[src/rtl/mem_wb_pipe_elastic.sv]
// Elastic MEM->WB pipeline stage: LANES writeback bundles per beat, two-entry
// (main + skid) buffer so in_ready never depends combinationally on out_ready.
module mem_wb_pipe_elastic #(
  parameter int LANES = 2,
  parameter int XLEN  = 32,
  parameter int REGW  = 5
) (
  input  logic                    clk,
  input  logic                    rst_n,
  input  logic                    flush,
  input  logic                    in_valid,
  output logic                    in_ready,
  input  logic [LANES-1:0]        in_kill,
  input  logic [LANES-1:0]        in_RegWrite,
  input  logic [2*LANES-1:0]      in_ResultSrc,
  input  logic [XLEN*LANES-1:0]   in_ALUResult,
  input  logic [XLEN*LANES-1:0]   in_ReadData,
  input  logic [XLEN*LANES-1:0]   in_PCPlus4,
  input  logic [REGW*LANES-1:0]   in_Rd,
  output logic                    out_valid,
  input  logic                    out_ready,
  output logic [LANES-1:0]        out_RegWrite,
  output logic [2*LANES-1:0]      out_ResultSrc,
  output logic [XLEN*LANES-1:0]   out_ALUResult,
  output logic [XLEN*LANES-1:0]   out_ReadData,
  output logic [XLEN*LANES-1:0]   out_PCPlus4,
  output logic [REGW*LANES-1:0]   out_Rd,
  output logic [1:0]              count
);

  typedef struct packed {
    logic [LANES-1:0]      rw;
    logic [2*LANES-1:0]    src;
    logic [XLEN*LANES-1:0] alu;
    logic [XLEN*LANES-1:0] rdata;
    logic [XLEN*LANES-1:0] pc4;
    logic [REGW*LANES-1:0] rd;
  } beat_t;

  beat_t            in_beat;
  beat_t            main_q, main_d, skid_q, skid_d;
  logic             main_valid_q, main_valid_d;
  logic             skid_valid_q, skid_valid_d;
  logic             in_ready_q;
  logic             accept, drain;
  logic [LANES-1:0] cap_rw;

  // Killed lanes and writes to x0 are turned into no-ops at capture time.
  for (genvar gi = 0; gi < LANES; gi++) begin : g_lane
    assign cap_rw[gi] = in_RegWrite[gi] & ~in_kill[gi] & (in_Rd[gi*REGW +: REGW] != '0);
  end

  assign in_beat.rw    = cap_rw;
  assign in_beat.src   = in_ResultSrc;
  assign in_beat.alu   = in_ALUResult;
  assign in_beat.rdata = in_ReadData;
  assign in_beat.pc4   = in_PCPlus4;
  assign in_beat.rd    = in_Rd;

  assign accept = in_valid & in_ready_q;
  assign drain  = main_valid_q & out_ready;

  always_comb begin
    main_valid_d = main_valid_q;
    skid_valid_d = skid_valid_q;
    main_d       = main_q;
    skid_d       = skid_q;
    case ({main_valid_q, skid_valid_q})
      2'b00: begin
        if (accept) begin
          main_valid_d = 1'b1;
          main_d       = in_beat;
        end
      end
      2'b10: begin
        if (accept && drain) begin
          main_d = in_beat;
        end else if (accept) begin
          skid_valid_d = 1'b1;
          skid_d       = in_beat;
        end else if (drain) begin
          main_valid_d = 1'b0;
        end
      end
      2'b11: begin
        if (drain) begin
          main_d       = skid_q;
          skid_valid_d = 1'b0;
        end
      end
      default: ;
    endcase
    if (flush) begin
      main_valid_d = 1'b0;
      skid_valid_d = 1'b0;
      main_d       = main_q;
      skid_d       = skid_q;
    end
  end

  always_ff @(posedge clk or negedge rst_n) begin
    if (!rst_n) begin
      main_valid_q <= 1'b0;
      skid_valid_q <= 1'b0;
      in_ready_q   <= 1'b1;
      main_q       <= '0;
      skid_q       <= '0;
    end else begin
      main_valid_q <= main_valid_d;
      skid_valid_q <= skid_valid_d;
      in_ready_q   <= ~skid_valid_d;
      main_q       <= main_d;
      skid_q       <= skid_d;
    end
  end

  assign in_ready      = in_ready_q;
  assign out_valid     = main_valid_q;
  assign out_RegWrite  = main_q.rw & {LANES{main_valid_q}};
  assign out_ResultSrc = main_q.src;
  assign out_ALUResult = main_q.alu;
  assign out_ReadData  = main_q.rdata;
  assign out_PCPlus4   = main_q.pc4;
  assign out_Rd        = main_q.rd;
  assign count         = {main_valid_q & skid_valid_q, main_valid_q ^ skid_valid_q};

endmodule

[config.mk]
export PLATFORM = sky130hd
export DESIGN_NAME = mem_wb_pipe_elastic
export DESIGN_NICKNAME = d
export VERILOG_FILES = /design/src/rtl/mem_wb_pipe_elastic.sv
export SDC_FILE = /design/constraint.sdc
export NUM_CORES = 1
export LEC_CHECK = 0
export ABC_AREA = 1
export BUFFER_PORTS_ARGS = -buffer_cell sky130_fd_sc_hd__buf_2
export CORE_MARGIN = 3
export CORE_UTILIZATION = 40
export DETAILED_ROUTE_END_ITERATION = 12
export HOLD_SLACK_MARGIN = 0.03
export MAX_ROUTING_LAYER = met4
export PLACE_DENSITY = 0.72
export SLEW_MARGIN = 20
export SYNTH_ARGS = -nofsm -noshare
export SYNTH_HDL_FRONTEND = slang
export SYNTH_SLANG_ARGS = --single-unit
[constraint.sdc]
create_clock -name clk -period 3.11 [get_ports clk]
set_input_delay 0.311 -clock clk [delete_from_list [all_inputs] [get_ports clk]]
set_output_delay 0.311 -clock clk [all_outputs]
set_load 0.1 [all_outputs]
==> results.cfg, run 1 <==
[synthesis]
syn_nets = 2698
yosysMostFrequentCell = nand2_1
synth_area_leaders = dfrtp_1 53%, nand2_1 20%, o21ai_0 8.8%, buf_4 8.4%, inv_1 4.1%
yosysSeqAreaShare = 0.529
synth-main-ff-cell = dfrtp_1
netlist_area_um2 = 19800
ys_ff_latch = 419
synth_edf_count = 0
yosys_warnings = 0
synth_top_area_frac = 0.528
async_flop_share = 1.00
synthCells = 2479
yosys-top-cells-count = 1057 x nand2_1, 418 x dfrtp_1, 347 x o21ai_0
syn_area_per_cell_um2 = 7.99
synth_top_area_cell = dfrtp_1
ys_types = 20

[run_status]
status = completed

[timing]
report.final.setup_viol = 0
fmax_mhz = 389
slew_viol_final = 0
rsz0062_at_grt = no
worst_slack_ns = 0.538
finalCritPeriodShare = 0.827
finClkSkew_ns = 0.0257
period_minus_slack_ns = 2.57
whs_ns = 0.0451
hold_viol = 0
worstMarginPinSlew_ns = 0.818
relSlewSlack = 0.455
setup-tns-final_ns = 0

[setup_path]
path_delay_family = buffers and inverters
max_stage_delay_ns = 0.54
cp-start-kind = register
path_max_fanout = 129
cp.arrival_ns = 2.26
path_cells = ha_4 > buf_12 > buf_2
path_class = register to output port
crit_required_ns = 2.80
end_kind = output port
reg2reg_from = out_valid
critPathSlowestCell = dfrtp_1
crit_path_start = out_valid
critPathBufInv = 2

[pwr]
switching_share = 0.467
combPwrFrac = 0.403
p_leak_nw = 13.1
clkPwrFrac = 0.232
internal_power_w = 0.0122
powerDensity_nw_per_um2 = 932
ir_drop_uv = 714
switchingPower_w = 0.0107
seqPwrFrac = 0.365

[floorplanning]
num_rows = 80
ios = 427
core-area_um2 = 48300
die_w_um = 229
die_h_um = 229
start_util = 0.410
dieArea_um2 = 52200

[final_layout]
fin_nets = 3069
areaGrowthSynthToFinish_pct = 23.9
final_area_um2 = 24500
nFillCells = 4373
post_route_cells_drive_above_1_share = 0.187

[cts]
cts_root_buf = clkbuf_16
htreeDepth = 2
insertion_delay_ns = 0.58
cts_sinks = 419
post_cts_resized = 0
clockBufferDepth = 3
cts_setup_buffers = 0
numCtsBuffers = 46
ctsHoldBuffers = 206
cts_tree = yes
path_clk_slew_ns = 0.06

[global_routing]
grt_pass1_wl_mm = 86.9
antenna_found_initial = 3
grt.total_usage = 0.208
grt_max_degree = 130
grt_pass1_vias = 16200
gr-total-overflow = 0

[flow_run]
cap_viol_max_count = 0

[drt]
wirelength_mm = 53.3
via_count = 16700
drt_iter0_drc = 1361
routed_via_density = 4.71
detail_route.first_pass.iterations = 5
drc = 0
drtAntennaViolNets = 0
wl_per_cell_um = 15.0

[worst_hold_path]
hp-start = in_Rd[8]
hold_path.class = input port to register

[place]
gp_congestion = 0.818
dpl-instance-area_um2 = 21000
hpwl_mm = 33.1
numPortBuffers = 426
post-place-ws_ns = 0.790
metal layers:
layer / wire length, µm / GRT usage / vias up
li1: - / - / 8142
met2: 25200 / 0.331 / 630
met4: 1340 / 0.0604 / 0
met5: 0 / - / -
met3: 4070 / 0.0430 / 100
met1: 22800 / 0.271 / 7850
stage by stage:
| stage | power (W) | util | instances |
|---|---|---|---|
| after floorplan | 0.0166 | - | 2479 |
| after global placement | 0.0172 | 0.434 | 3252 |
| after detailed placement | 0.0174 | 0.434 | 3252 |
| after CTS | 0.0230 | 0.507 | 3543 |
| after global routing | 0.0240 | 0.508 | 3546 |
| final | 0.0229 | 0.508 | 3547 |
power groups by stage:
stage / registers [W] / clock network [W] / logic, W
after floorplan: 0.00813 / 0 / 0.00847
after global placement: 0.00833 / 0 / 0.00885
after detailed placement: 0.00838 / 0 / 0.00898
after CTS: 0.00833 / 0.00546 / 0.00921
after global routing: 0.00856 / 0.00567 / 0.00981
final: 0.00835 / 0.00531 / 0.00921
flip-flops by register name, indices dropped and copies added (netlist names):
name	flops
skid_q	208
out_ALUResult	64
out_PCPlus4	64
out_ReadData	64
out_Rd	10
out_ResultSrc	4
main_q	2
in_ready	1
out_valid	1
skid_valid_q	1
final timing paths:
check	depth (start not counted)	to	slack (ns)
worst min-delay path	3	skid_q[8]	0.05
worst max-delay path	3	count[1]	0.54
worst min register to register	2	out_ReadData[29]	0.46
worst max register to register	7	skid_q[84]	0.79
min in group asynchronous	2	out_PCPlus4[36]	0.41
max in group asynchronous	3	out_ALUResult[41]	1.85
cell usage in the layout (no fill, tap or decap), types with 10 or more instances in the layout:
master	instances
o21ai_0	347
clkbuf_8	10
nand2_1	1057
buf_4	13
buf_12	19
clkbuf_16	46
dfrtp_1	418
inv_1	216
o21ai_1	67
dlygate4sd3_1	206
buf_2	425
clkbuf_1	13
worst reg2reg max path, delay by kind of cell, from the launching register on:
family / cells / cell delay [ns]
buffers and inverters: 2 / 0.70
AND/OR/NAND/NOR: 3 / 0.58
flip-flops: 1 / 0.54
adder cells (fa/ha/maj): 1 / 0.29
AO/OA/AOI/OAI: 1 / 0.12
layout make-up:
| type | instances | area, µm² | area share |
|---|---|---|---|
| well taps | 656 | 821 | 0.0334 |
| repair buffers | 664 | 4680 | 0.191 |
| clock inverters | 16 | 136 | 0.00556 |
| multi-input cells | 1499 | 6230 | 0.254 |
| diodes | 4 | 10.0 | 0.000408 |
| clock buffers | 69 | 1340 | 0.0545 |
| inverters | 220 | 836 | 0.0341 |
| flip-flops and latches | 419 | 10500 | 0.427 |
cells by family (layout without fill, tap and decap cells):
family,Yosys count,after routing,synth area share
other,0,4,0
buffers and inverters,561,969,0.157
adder cells (fa/ha/maj),4,4,0.00253
flip-flops,419,419,0.529
AND/OR/NAND/NOR,1079,1079,0.206
AO/OA/AOI/OAI,416,416,0.105
No activity file was read; power rests on OpenSTA's default activity.
==> inputs of run 2 (changes only) <==
--- a/config.mk
+++ b/config.mk
@@ -12,7 +12,7 @@
 export DETAILED_ROUTE_END_ITERATION = 12
 export HOLD_SLACK_MARGIN = 0.03
 export MAX_ROUTING_LAYER = met4
-export PLACE_DENSITY = 0.72
+export PLACE_DENSITY = 0.74
 export SLEW_MARGIN = 20
 export SYNTH_ARGS = -nofsm -noshare
 export SYNTH_HDL_FRONTEND = slang
==> constraint.sdc (replaced) <==
create_clock -name clk -period 2.1 [get_ports clk]
set_input_delay 0.21 -clock clk [delete_from_list [all_inputs] [get_ports clk]]
set_output_delay 0.21 -clock clk [all_outputs]
set_load 0.1 [all_outputs]
==> results.cfg, run 2 (synthesis results as in run 1) <==
[run_status]
status = completed

[global_routing]
grt.total_usage = 0.213
grt_pass1_wl_mm = 88.0
grt_pass1_vias = 16100
grt_max_degree = 93
gr-total-overflow = 0
antenna_found_initial = 3

[timing]
slew_viol_final = 0
finalCritPeriodShare = 0.951
worst_slack_ns = 0.103
setup-tns-final_ns = 0
hold_viol = 0
relSlewSlack = 0.627
whs_ns = 0.108
fmax_mhz = 501
report.final.setup_viol = 0
period_minus_slack_ns = 2.00
finClkSkew_ns = 0.0209
rsz0062_at_grt = no
worstMarginPinSlew_ns = 0.563

[drt]
wl_per_cell_um = 15.2
wirelength_mm = 54.6
via_count = 16900
drtAntennaViolNets = 0
drt_iter0_drc = 1279
drc = 0
routed_via_density = 4.71
detail_route.first_pass.iterations = 5

[cts]
clockBufferDepth = 3
cts_sinks = 419
cts_root_buf = clkbuf_16
cts_setup_buffers = 0
cts_tree = yes
insertion_delay_ns = 0.58
path_clk_slew_ns = 0.06
numCtsBuffers = 44
htreeDepth = 2

[place]
gp_congestion = 0.831
post-place-ws_ns = 0.180
hpwl_mm = 35.1
numPortBuffers = 426

[floorplanning]
die_w_um = 229
num_rows = 80
dieArea_um2 = 52200
start_util = 0.410
ios = 427
die_h_um = 229
core-area_um2 = 48300

[setup_path]
path_class = register to output port
r2r_slack_ns = 0.15
cp.arrival_ns = 1.79
reg2reg_depth = 7
path_cells = ha_4 > buf_16 > buf_12
critPathSlowestCell = dfrtp_4
path_max_fanout = 64
max_stage_delay_ns = 0.48
crit_required_ns = 1.89
end_kind = output port
cp-start-kind = register

[final_layout]
post_route_cells_drive_above_1_share = 0.196
top_register = skid_q
areaGrowthSynthToFinish_pct = 26.3
final_cell_mix = 1057 x nand2_1, 423 x buf_2, 417 x dfrtp_1
fin_nets = 3110
seqCellArea_um2 = 10500
largest_reg_flops = 208
multiInputGateArea_um2 = 6230
final_common_cell = nand2_1
nFillCells = 4232

[pwr]
p_leak_nw = 13.3
powerDensity_nw_per_um2 = 1360
ir_drop_uv = 1060

[worst_hold_path]
hold_path.class = input port to async pin

[flow_run]
cap_viol_max_count = 0
## run 2: cell count changes in the layout (fill, tap and decap cells not counted), sizes merged
cell / change
buf: +35
bufbuf: +1
bufinv: +1
clkbuf: -4
clkinv: -1
clkinvlp: +1
diode: -1
dlygate4sd3: +7
inv: -1
## run 2: final timing paths
path	from	end
max	out_valid	count[1]
min	rst_n	skid_q[142]
max reg2reg	out_valid	skid_q[50]
min reg2reg	out_PCPlus4[6]	out_PCPlus4[6]
max in group asynchronous	rst_n	out_ReadData[40]
min in group clk	in_valid	out_valid
## run 2: critical path: cells and delay by family, from the launching register on
family	cells	cell delay [ns]
buf+inv	2	0.46
fa+ha+maj	1	0.25
flops	1	0.48
## run 2: what timing repair did
action	CTS	global route
resized for setup	2	0
hold buffers	213	0
setup endpoints to repair	2	0
endpoints found under the hold margin	749	0
## run 2: area by class of cell
class | count | area share
antenna | 3 | 0.000300
clock buffer | 65 | 0.0507
clock inverter | 16 | 0.00685
inverter | 220 | 0.0334
multi-input combinational | 1499 | 0.249
sequential | 419 | 0.419
tap | 656 | 0.0328
timing repair buffer | 707 | 0.208
## run 2: routing by layer
layer	part of all wire	routed length, µm	global-route usage
met2	0.46	25100	0.327
met3	0.077	4190	0.0417
met4	0.032	1730	0.0695
met5	0	0	-
met1	0.43	23600	0.284
## run 2: per-stage QoR
step | total power (W) | utilization | std cells | instance area (µm²)
floorplan | 0.0246 | - | 2479 | 19800
global placement | 0.0256 | 0.443 | 3287 | 21400
detailed placement | 0.0258 | 0.443 | 3287 | 21400
CTS | 0.0341 | 0.517 | 3582 | 25000
global route | 0.0357 | 0.518 | 3585 | 25000
finish | 0.0340 | 0.518 | 3585 | 25000
## run 2: where the power goes
part | switching (W) | leakage, nW | internal, W
combinational | 0.0112 | 7.49 | 0.00261
sequential | 0.00134 | 5.15 | 0.0110
clock | 0.00334 | 0.703 | 0.00447
